`src/rtl/pattern_response_capture_pkg.sv`:
```
// Shared types and defaults for the exhaustive-pattern response capture block.
// The FSM encoding is kept as plain constants so that legacy tools can consume it.
package pattern_response_capture_pkg;

    typedef logic [1:0] state_t;

    localparam state_t StIdle    = 2'd0;
    localparam state_t StCapture = 2'd1;
    localparam state_t StCompare = 2'd2;
    localparam state_t StDone    = 2'd3;

    localparam int unsigned DEF_SIG_W = 16;
    localparam logic [15:0] DEF_POLY  = 16'h1021;

endpackage

```
`src/rtl/pattern_response_capture_misr.sv`:
```
// Single combinational MISR step: shift left, fold the MSB back through POLY, xor in data.
// Kept standalone so other capture blocks can share the same compaction step.
module pr_misr
    import pattern_response_capture_pkg::*;
#(
    parameter int unsigned      SIG_W = DEF_SIG_W,
    parameter logic [SIG_W-1:0] POLY  = SIG_W'(DEF_POLY)
) (
    input  logic [SIG_W-1:0] sig_in,
    input  logic [SIG_W-1:0] d_in,
    output logic [SIG_W-1:0] sig_out
);

    always_comb begin
        sig_out = {sig_in[SIG_W-2:0], 1'b0} ^ (sig_in[SIG_W-1] ? POLY : '0) ^ d_in;
    end

endmodule

```
`src/rtl/pattern_response_capture.sv`:
```
// Accepts ascending stimulus vectors with their responses, compacts them into a MISR
// signature and reports pass/fail against a golden signature once all 2^N_WIDTH are seen.
module pattern_response_capture
    import pattern_response_capture_pkg::*;
#(
    parameter int unsigned      N_WIDTH = 3,
    parameter int unsigned      R_WIDTH = 1,
    parameter int unsigned      SIG_W   = DEF_SIG_W,
    parameter logic [SIG_W-1:0] POLY    = SIG_W'(DEF_POLY),
    parameter logic [SIG_W-1:0] SEED    = '0
) (
    input  logic               CK,
    input  logic               reset,
    input  logic               start,
    input  logic               vec_valid,
    input  logic [N_WIDTH-1:0] vec_in,
    input  logic [R_WIDTH-1:0] resp_in,
    input  logic [SIG_W-1:0]   golden_sig,
    output logic               busy,
    output logic               done,
    output logic               pass,
    output logic               fail,
    output logic               seq_err,
    output logic [SIG_W-1:0]   signature,
    output logic [N_WIDTH:0]   vec_count
);

    if (N_WIDTH + R_WIDTH > SIG_W) begin : g_width_check
        $error("pattern_response_capture: N_WIDTH+R_WIDTH must not exceed SIG_W");
    end

    state_t             state_q, state_d;
    logic [SIG_W-1:0]   sig_q, sig_d;
    logic [N_WIDTH:0]   cnt_q, cnt_d;
    logic               pass_q, pass_d;
    logic               fail_q, fail_d;
    logic               seq_err_q, seq_err_d;

    logic [SIG_W-1:0]   misr_d;
    logic [SIG_W-1:0]   misr_next;
    logic               vec_match;
    logic               last_vec;

    // Vector in the MSBs, response in the LSBs, zero-extended to the MISR width.
    always_comb begin
        misr_d = '0;
        misr_d[N_WIDTH+R_WIDTH-1:0] = {vec_in, resp_in};
    end

    pr_misr #(
        .SIG_W (SIG_W),
        .POLY  (POLY)
    ) u_misr (
        .sig_in  (sig_q),
        .d_in    (misr_d),
        .sig_out (misr_next)
    );

    assign vec_match = (vec_in == cnt_q[N_WIDTH-1:0]);
    assign last_vec  = (cnt_q[N_WIDTH-1:0] == {N_WIDTH{1'b1}});

    always_comb begin
        state_d   = state_q;
        sig_d     = sig_q;
        cnt_d     = cnt_q;
        pass_d    = pass_q;
        fail_d    = fail_q;
        seq_err_d = seq_err_q;

        case (state_q)
            StIdle, StDone: begin
                if (start) begin
                    sig_d     = SEED;
                    cnt_d     = '0;
                    pass_d    = 1'b0;
                    fail_d    = 1'b0;
                    seq_err_d = 1'b0;
                    state_d   = StCapture;
                end
            end
            StCapture: begin
                if (vec_valid) begin
                    if (vec_match) begin
                        sig_d = misr_next;
                        cnt_d = cnt_q + {{N_WIDTH{1'b0}}, 1'b1};
                        if (last_vec) begin
                            state_d = StCompare;
                        end
                    end else begin
                        // cnt_q is left pointing at the offending position.
                        seq_err_d = 1'b1;
                        fail_d    = 1'b1;
                        state_d   = StDone;
                    end
                end
            end
            StCompare: begin
                pass_d  = (sig_q == golden_sig);
                fail_d  = (sig_q != golden_sig);
                state_d = StDone;
            end
            default: state_d = StIdle;
        endcase
    end

    always_ff @(posedge CK or posedge reset) begin
        if (reset) begin
            state_q   <= StIdle;
            sig_q     <= SEED;
            cnt_q     <= '0;
            pass_q    <= 1'b0;
            fail_q    <= 1'b0;
            seq_err_q <= 1'b0;
        end else begin
            state_q   <= state_d;
            sig_q     <= sig_d;
            cnt_q     <= cnt_d;
            pass_q    <= pass_d;
            fail_q    <= fail_d;
            seq_err_q <= seq_err_d;
        end
    end

    assign busy      = (state_q == StCapture) || (state_q == StCompare);
    assign done      = (state_q == StDone);
    assign pass      = pass_q;
    assign fail      = fail_q;
    assign seq_err   = seq_err_q;
    assign signature = sig_q;
    assign vec_count = cnt_q;

endmodule

```
`config.mk`:
```
export PLATFORM = sky130hd
export DESIGN_NAME = pattern_response_capture
export DESIGN_NICKNAME = d
export VERILOG_FILES = /design/src/rtl/pattern_response_capture_pkg.sv /design/src/rtl/pattern_response_capture_misr.sv /design/src/rtl/pattern_response_capture.sv
export SDC_FILE = /design/constraint.sdc
export NUM_CORES = 1
export LEC_CHECK = 0
export BUFFER_PORTS_ARGS = -buffer_cell sky130_fd_sc_hd__buf_4
export CORE_MARGIN = 8
export CORE_UTILIZATION = 38
export CTS_BUF_LIST = sky130_fd_sc_hd__clkbuf_4 sky130_fd_sc_hd__clkbuf_8
export CTS_CLUSTER_SIZE = 28
export DETAILED_ROUTE_END_ITERATION = 7
export PLACE_DENSITY_LB_ADDON = 0.2
export SLEW_MARGIN = 10
export SYNTH_ARGS = -nofsm -noshare
export SYNTH_HDL_FRONTEND = slang
export SYNTH_HIERARCHICAL = 1
export SYNTH_SLANG_ARGS = --single-unit
```
`constraint.sdc`:
```
create_clock -name CK -period 4.5 [get_ports CK]
set_clock_uncertainty 0.1 [all_clocks]
set_input_delay 0.45 -clock CK [delete_from_list [all_inputs] [get_ports CK]]
set_output_delay 0.45 -clock CK [all_outputs]
set_load 0.01 [all_outputs]
```
Word level (Yosys, flattened, before mapping)

Index checks and enable logic that the tools add are counted.

$add $sub $neg: 1
Equal/unequal tests: 12
Mux-type cells: 20
Bitwise logic cells: 2
Reductions and logical operators: 10

Operators by type and width:

| kind                                           | count |
|---|---|
| two-way mux 16 bit                             | 3 |
| one-hot mux 16 bit (2 select lines)            | 1 |
| == test 16 bit                                 | 1 |
| inequality test 16 bit                         | 1 |
| XOR 16 bit                                     | 1 |
| XOR 16 x 4 -> 16 bit                           | 1 |
| two-way mux 13 bit                             | 1 |
| two-way mux 4 bit                              | 3 |
| two-way mux 2 bit                              | 4 |
| inequality test 2 bit (second input constant)  | 4 |
| one-hot mux 4 bit (2 select lines)             | 1 |
| AND reduction 4 bit                            | 2 |
| one-hot mux 2 bit (3 select lines)             | 1 |
| AND reduction 3 bit                            | 2 |
| adder 4 x 1 -> 4 bit (second input constant)   | 1 |
| == test 2 bit (second input constant)          | 2 |
| one-hot mux 1 bit (2 select lines)             | 2 |
| nonzero test 2 bit                             | 2 |
| == test 3 bit                                  | 1 |
| == test 3 bit (second input constant)          | 1 |
| two-way mux 1 bit                              | 3 |
| inequality test 3 bit (second input constant)  | 1 |
| one-hot mux 1 bit (3 select lines)             | 1 |
| == test 2 x 1 -> 1 bit (second input constant) | 1 |
| other kinds (4)                                | 4 |

Bits in registers: 25
Output and inout bits: 25

Longest topological paths before layout

Depth after elaboration: 6
Gate-level depth with buffers: 9
Depth with buffers taken out: 7

Modules after synthesis

Netlist, hierarchy kept.

Modules (own cells, without submodules):

| module                   | times used | cells each | area an instance (um2) |
|---|---|---|---|
| pattern_response_capture | 1          | 117        | 1341.3 |
| pr_misr                  | 1          | 16         | 173.9 |

Worst setup path after synthesis

No wires, ideal clock.

Path kind: register to register
Start: register state_q[0]
End: register sig_q[0], in the netlist signature[0]
Setup time: 121 ps
Arrival time: 1751 ps
Setup slack: 2528 ps
Stages on the path, launching flop included: 10
Path buffers: 3
Cell sequence: dfrtp_1 inv_1 ha_1 buf_2 inv_1 o22ai_2 a21o_1 buf_6 buf_8 a22o_1

Longest elaborated chain between the ends: 4

RTL lines:

| item                                                                                | line                            | text |
|---|---|---|
| from (decl)                                                                         | pattern_response_capture.sv:32  | `state_t state_q, state_d;` |
| from (signal assigned)                                                              | pattern_response_capture.sv:108 | `state_q <= StIdle;` |
| from (signal assigned)                                                              | pattern_response_capture.sv:115 | `state_q <= state_d;` |
| == test 2 bit / zero test 2 bit (equally long branches)                             | pattern_response_capture.sv:70  | `case (state_q)` |
| OR reduction 2 bit                                                                  | pattern_response_capture.sv:70  |  |
| inequality test 2 bit (no source line) / nonzero test 2 bit (equally long branches) | -                               |  |
| AND reduction 4 bit (no source line)                                                | -                               |  |
| to (signal assigned)                                                                | pattern_response_capture.sv:116 | `sig_q <= sig_d;` |
| to (decl)                                                                           | pattern_response_capture.sv:33  | `logic [SIG_W-1:0] sig_q, sig_d;` |

Parallel ways exist; a longest one is shown, timed or not.
A chain may end at the register's enable or synchronous reset.

Final worst setup path

Start: register state_q[0]
End: register sig_q[7], in the netlist signature[7]

Same word-level chain as after synthesis.

==> flow_metrics.tcl <==
set metrics [dict create \
    status "complete, no violations" \
    maxCapViolations 0 \
    fmax_ghz 0.4358 \
    power_frac_comb_pct 53.8 \
    critPathMaxFanout 19 \
    total_power_mw 1.239 \
    via_per_inst 4.897 \
    clkLatencyLatePin_ns 0.28 \
    synth_seq_area_share_pct 41.29 \
    drtPass1Iterations 4 \
    grt_usage_pct 11.94 \
    fp.coreArea_sq_um 3914 \
    critPathCaptureType "flip-flop" \
    power_leakage_nw 1.005 \
    r2r-start "state_q[0]$_DFFE_PP0P_" \
    hpwl_um 2778 \
    postRouteAntennaNets 0 \
    p_int_mw 0.7270 \
    min_period_ns 2.294 \
    first_iter_violations 46 \
    area_growth_pct 31.05 \
    cts_max_path_buffers 2 \
    hold_class "in -> async" \
    slew_viol_final 0 \
    whs_ns 0.2752 \
    switching_power_mw 0.5122 \
    drc_errors 0 \
    final_nets 222 \
    rr_worst_depth 6 \
    critPathKind "reg -> reg" \
    vias 1185 \
    h-tree-depth 1 \
    num_rows 23 \
    cts_tree "yes" \
    grt_pass1_wl_um 6023 \
    ys_warn_count 6 \
    final_cell_mix "buf_4 (48), dfrtp_1 (25), xor2_1 (17)" \
    rsz0062_at_grt "false" \
    diodes 0 \
    sw_frac_of_total_pct 41.34 \
    die_y_um 79.15 \
    period_share_pct 50.99 \
    power_frac_clock_pct 11.4 \
    tightest_slew_ns 0.9410 \
    fp.dieW_um 79.15 \
    timing.rr.end "signature[7]$_DFFE_PP0P_" \
    synthesis.area_sq_um 1515 \
    layout-drive-gt1-share_pct 34.90 \
    max_slew_margin_pct 37.20 \
    io_buffers 48 \
    grt_overflow 0 \
    cts_resized 0 \
    cp.arrival_ns 2.41 \
    syn-instance-count 133 \
    final_common_cell "buf_4" \
    cp-start-kind "flip-flop" \
    wire_per_inst_um 14.98 \
    syn-mean-instance-area_sq_um 11.39 \
    vdd_drop_max_mv 0.2965 \
    cts_sinks 25 \
    postLayoutCoreUtil_pct 50.74 \
    wirelength_um 3624 \
    holdBufCountCts 0 \
    start_util_pct 38.71 \
    powerDensity_nw_per_um2 624.1 \
    clk_pin_slew_ns 0.10 \
    gp_congestion 0.7784 \
    ys_types 32 \
    critPathRequiredTime_ns 4.61 \
    clock-root-buffer "clkbuf_8" \
    hold_viol_final 0 \
    die-area_sq_um 6264 \
    antenna_found_initial 0 \
    io_pins 49 \
    grt_max_degree 26 \
    numCtsBuffers 3 \
    ys_ff_latch 25 \
    power_frac_seq_pct 34.8 \
    rrSetupSlack_ns 2.21 \
    tns_ns 0 \
    postCtsSetupBuffers 0 \
    grt_pass1_vias 1285 \
    setup_viol 0 \
]
cell families (layout without fill, tap and decap cells):
family / after synthesis / count (layout) / synth area share, %
buffers and inverters: 10 / 58 / 4.293
AOI/OAI and AO/OA: 32 / 32 / 17.26
other: 1 / 12 / 0.2475
and+or+nand+nor: 22 / 22 / 8.259
adders and majority gates: 5 / 5 / 4.129
muxes: 3 / 3 / 2.064
DFF: 25 / 25 / 41.29
xor gates and xnor gates: 35 / 35 / 22.46
layer usage:
layer,up-vias,global-route usage [%],share of wire [%]
met5,-,0,0
met4,0,4.815,1.5
met3,6,4.515,6.2
met2,33,19.15,49
met1,570,14.03,43
li1,576,-,-
cells in the mapped netlist:
library cell / instances / area [sq um]
xnor2_1: 16 / 140.1
buf_6: 2 / 22.52
a22o_2: 8 / 80.08
xor3_4: 1 / 27.53
nor4_1: 1 / 6.260
xor2_1: 17 / 148.9
a22o_1: 10 / 87.58
nor3_4: 1 / 16.27
o211ai_1: 1 / 7.510
buf_8: 1 / 15.01
mux2i_1: 2 / 20.02
a21o_1: 1 / 7.510
nor4bb_1: 1 / 10.01
o31ai_1: 1 / 7.510
o22ai_2: 1 / 12.51
conb_1: 1 / 3.750
o21ai_0: 6 / 30.03
inv_1: 6 / 22.52
nor2_2: 1 / 6.260
mux2_2: 1 / 11.26
buf_2: 1 / 5.000
a221o_1: 1 / 10.01
dfrtp_1: 25 / 625.6
a21oi_1: 2 / 10.01
nand2_1: 7 / 26.28
nor2_1: 5 / 18.77
and4_2: 1 / 10.01
nand2_2: 1 / 6.260
nand4_1: 4 / 25.02
ha_1: 5 / 62.56
xor3_1: 1 / 23.77
a2111oi_0: 1 / 8.760
power groups by stage:
stage	clock network [mW]	logic (mW)	registers, mW
after floorplan	0	0.437	0.445
after global placement	0	0.657	0.432
after detailed placement	0	0.673	0.435
after CTS	0.146	0.675	0.433
after global routing	0.158	0.723	0.447
final	0.142	0.667	0.431
per-stage QoR:
| step | worst slack, ns | cells | instance area [sq um] |
|---|---|---|---|
| final | 2.206 | 242 | 1986 |
| after global routing | 1.999 | 242 | 1986 |
| after CTS | 2.198 | 242 | 1986 |
| after detailed placement | 2.218 | 238 | 1937 |
| after global placement | 2.327 | 238 | 1937 |
| after floorplan | 2.528 | 144 | 1556 |
how the worst max path moves through the flow:
stage                           start  slack [ns]                  endpoint  cells past startpoint
6_report       state_q[0]$_DFFE_PP0P_        2.21  signature[7]$_DFFE_PP0P_                      6
3_5_place_dp   state_q[0]$_DFFE_PP0P_        2.22  vec_count[0]$_DFFE_PP0P_                      6
5_1_grt        state_q[0]$_DFFE_PP0P_        2.00  signature[7]$_DFFE_PP0P_                      6
3_3_place_gp                vec_in[1]        2.33  vec_count[0]$_DFFE_PP0P_                      6
4_1_cts        state_q[0]$_DFFE_PP0P_        2.20  vec_count[0]$_DFFE_PP0P_                      6
2_1_floorplan  state_q[0]$_DFFE_PP0P_        2.53  signature[0]$_DFFE_PP0P_                      9
sequential cells by signal (all words and copies together), names as in the netlist:
name,flops
signature,16
seq_err,1
vec_count,4
state_q,2
fail,1
pass,1
layout make-up:
cell class	instances	area, sq um
Clock buffer	3	41.29
Tap cell	50	62.56
Timing Repair Buffer	48	360.3
Inverter	6	22.52
Clock inverter	1	7.507
Sequential cell	25	625.6
Multi-Input combinational cell	109	865.8
Fill cell	376	1928
worst max-delay path, stage by stage, from the launching register on:
cell and delay, ns:
dfrtp_1 0.38, inv_1 0.07, ha_1 0.43, inv_1 0.15
o22ai_2 0.29, a21o_1 0.53, a22o_2 0.26
Power figures use the tool's default switching activity.
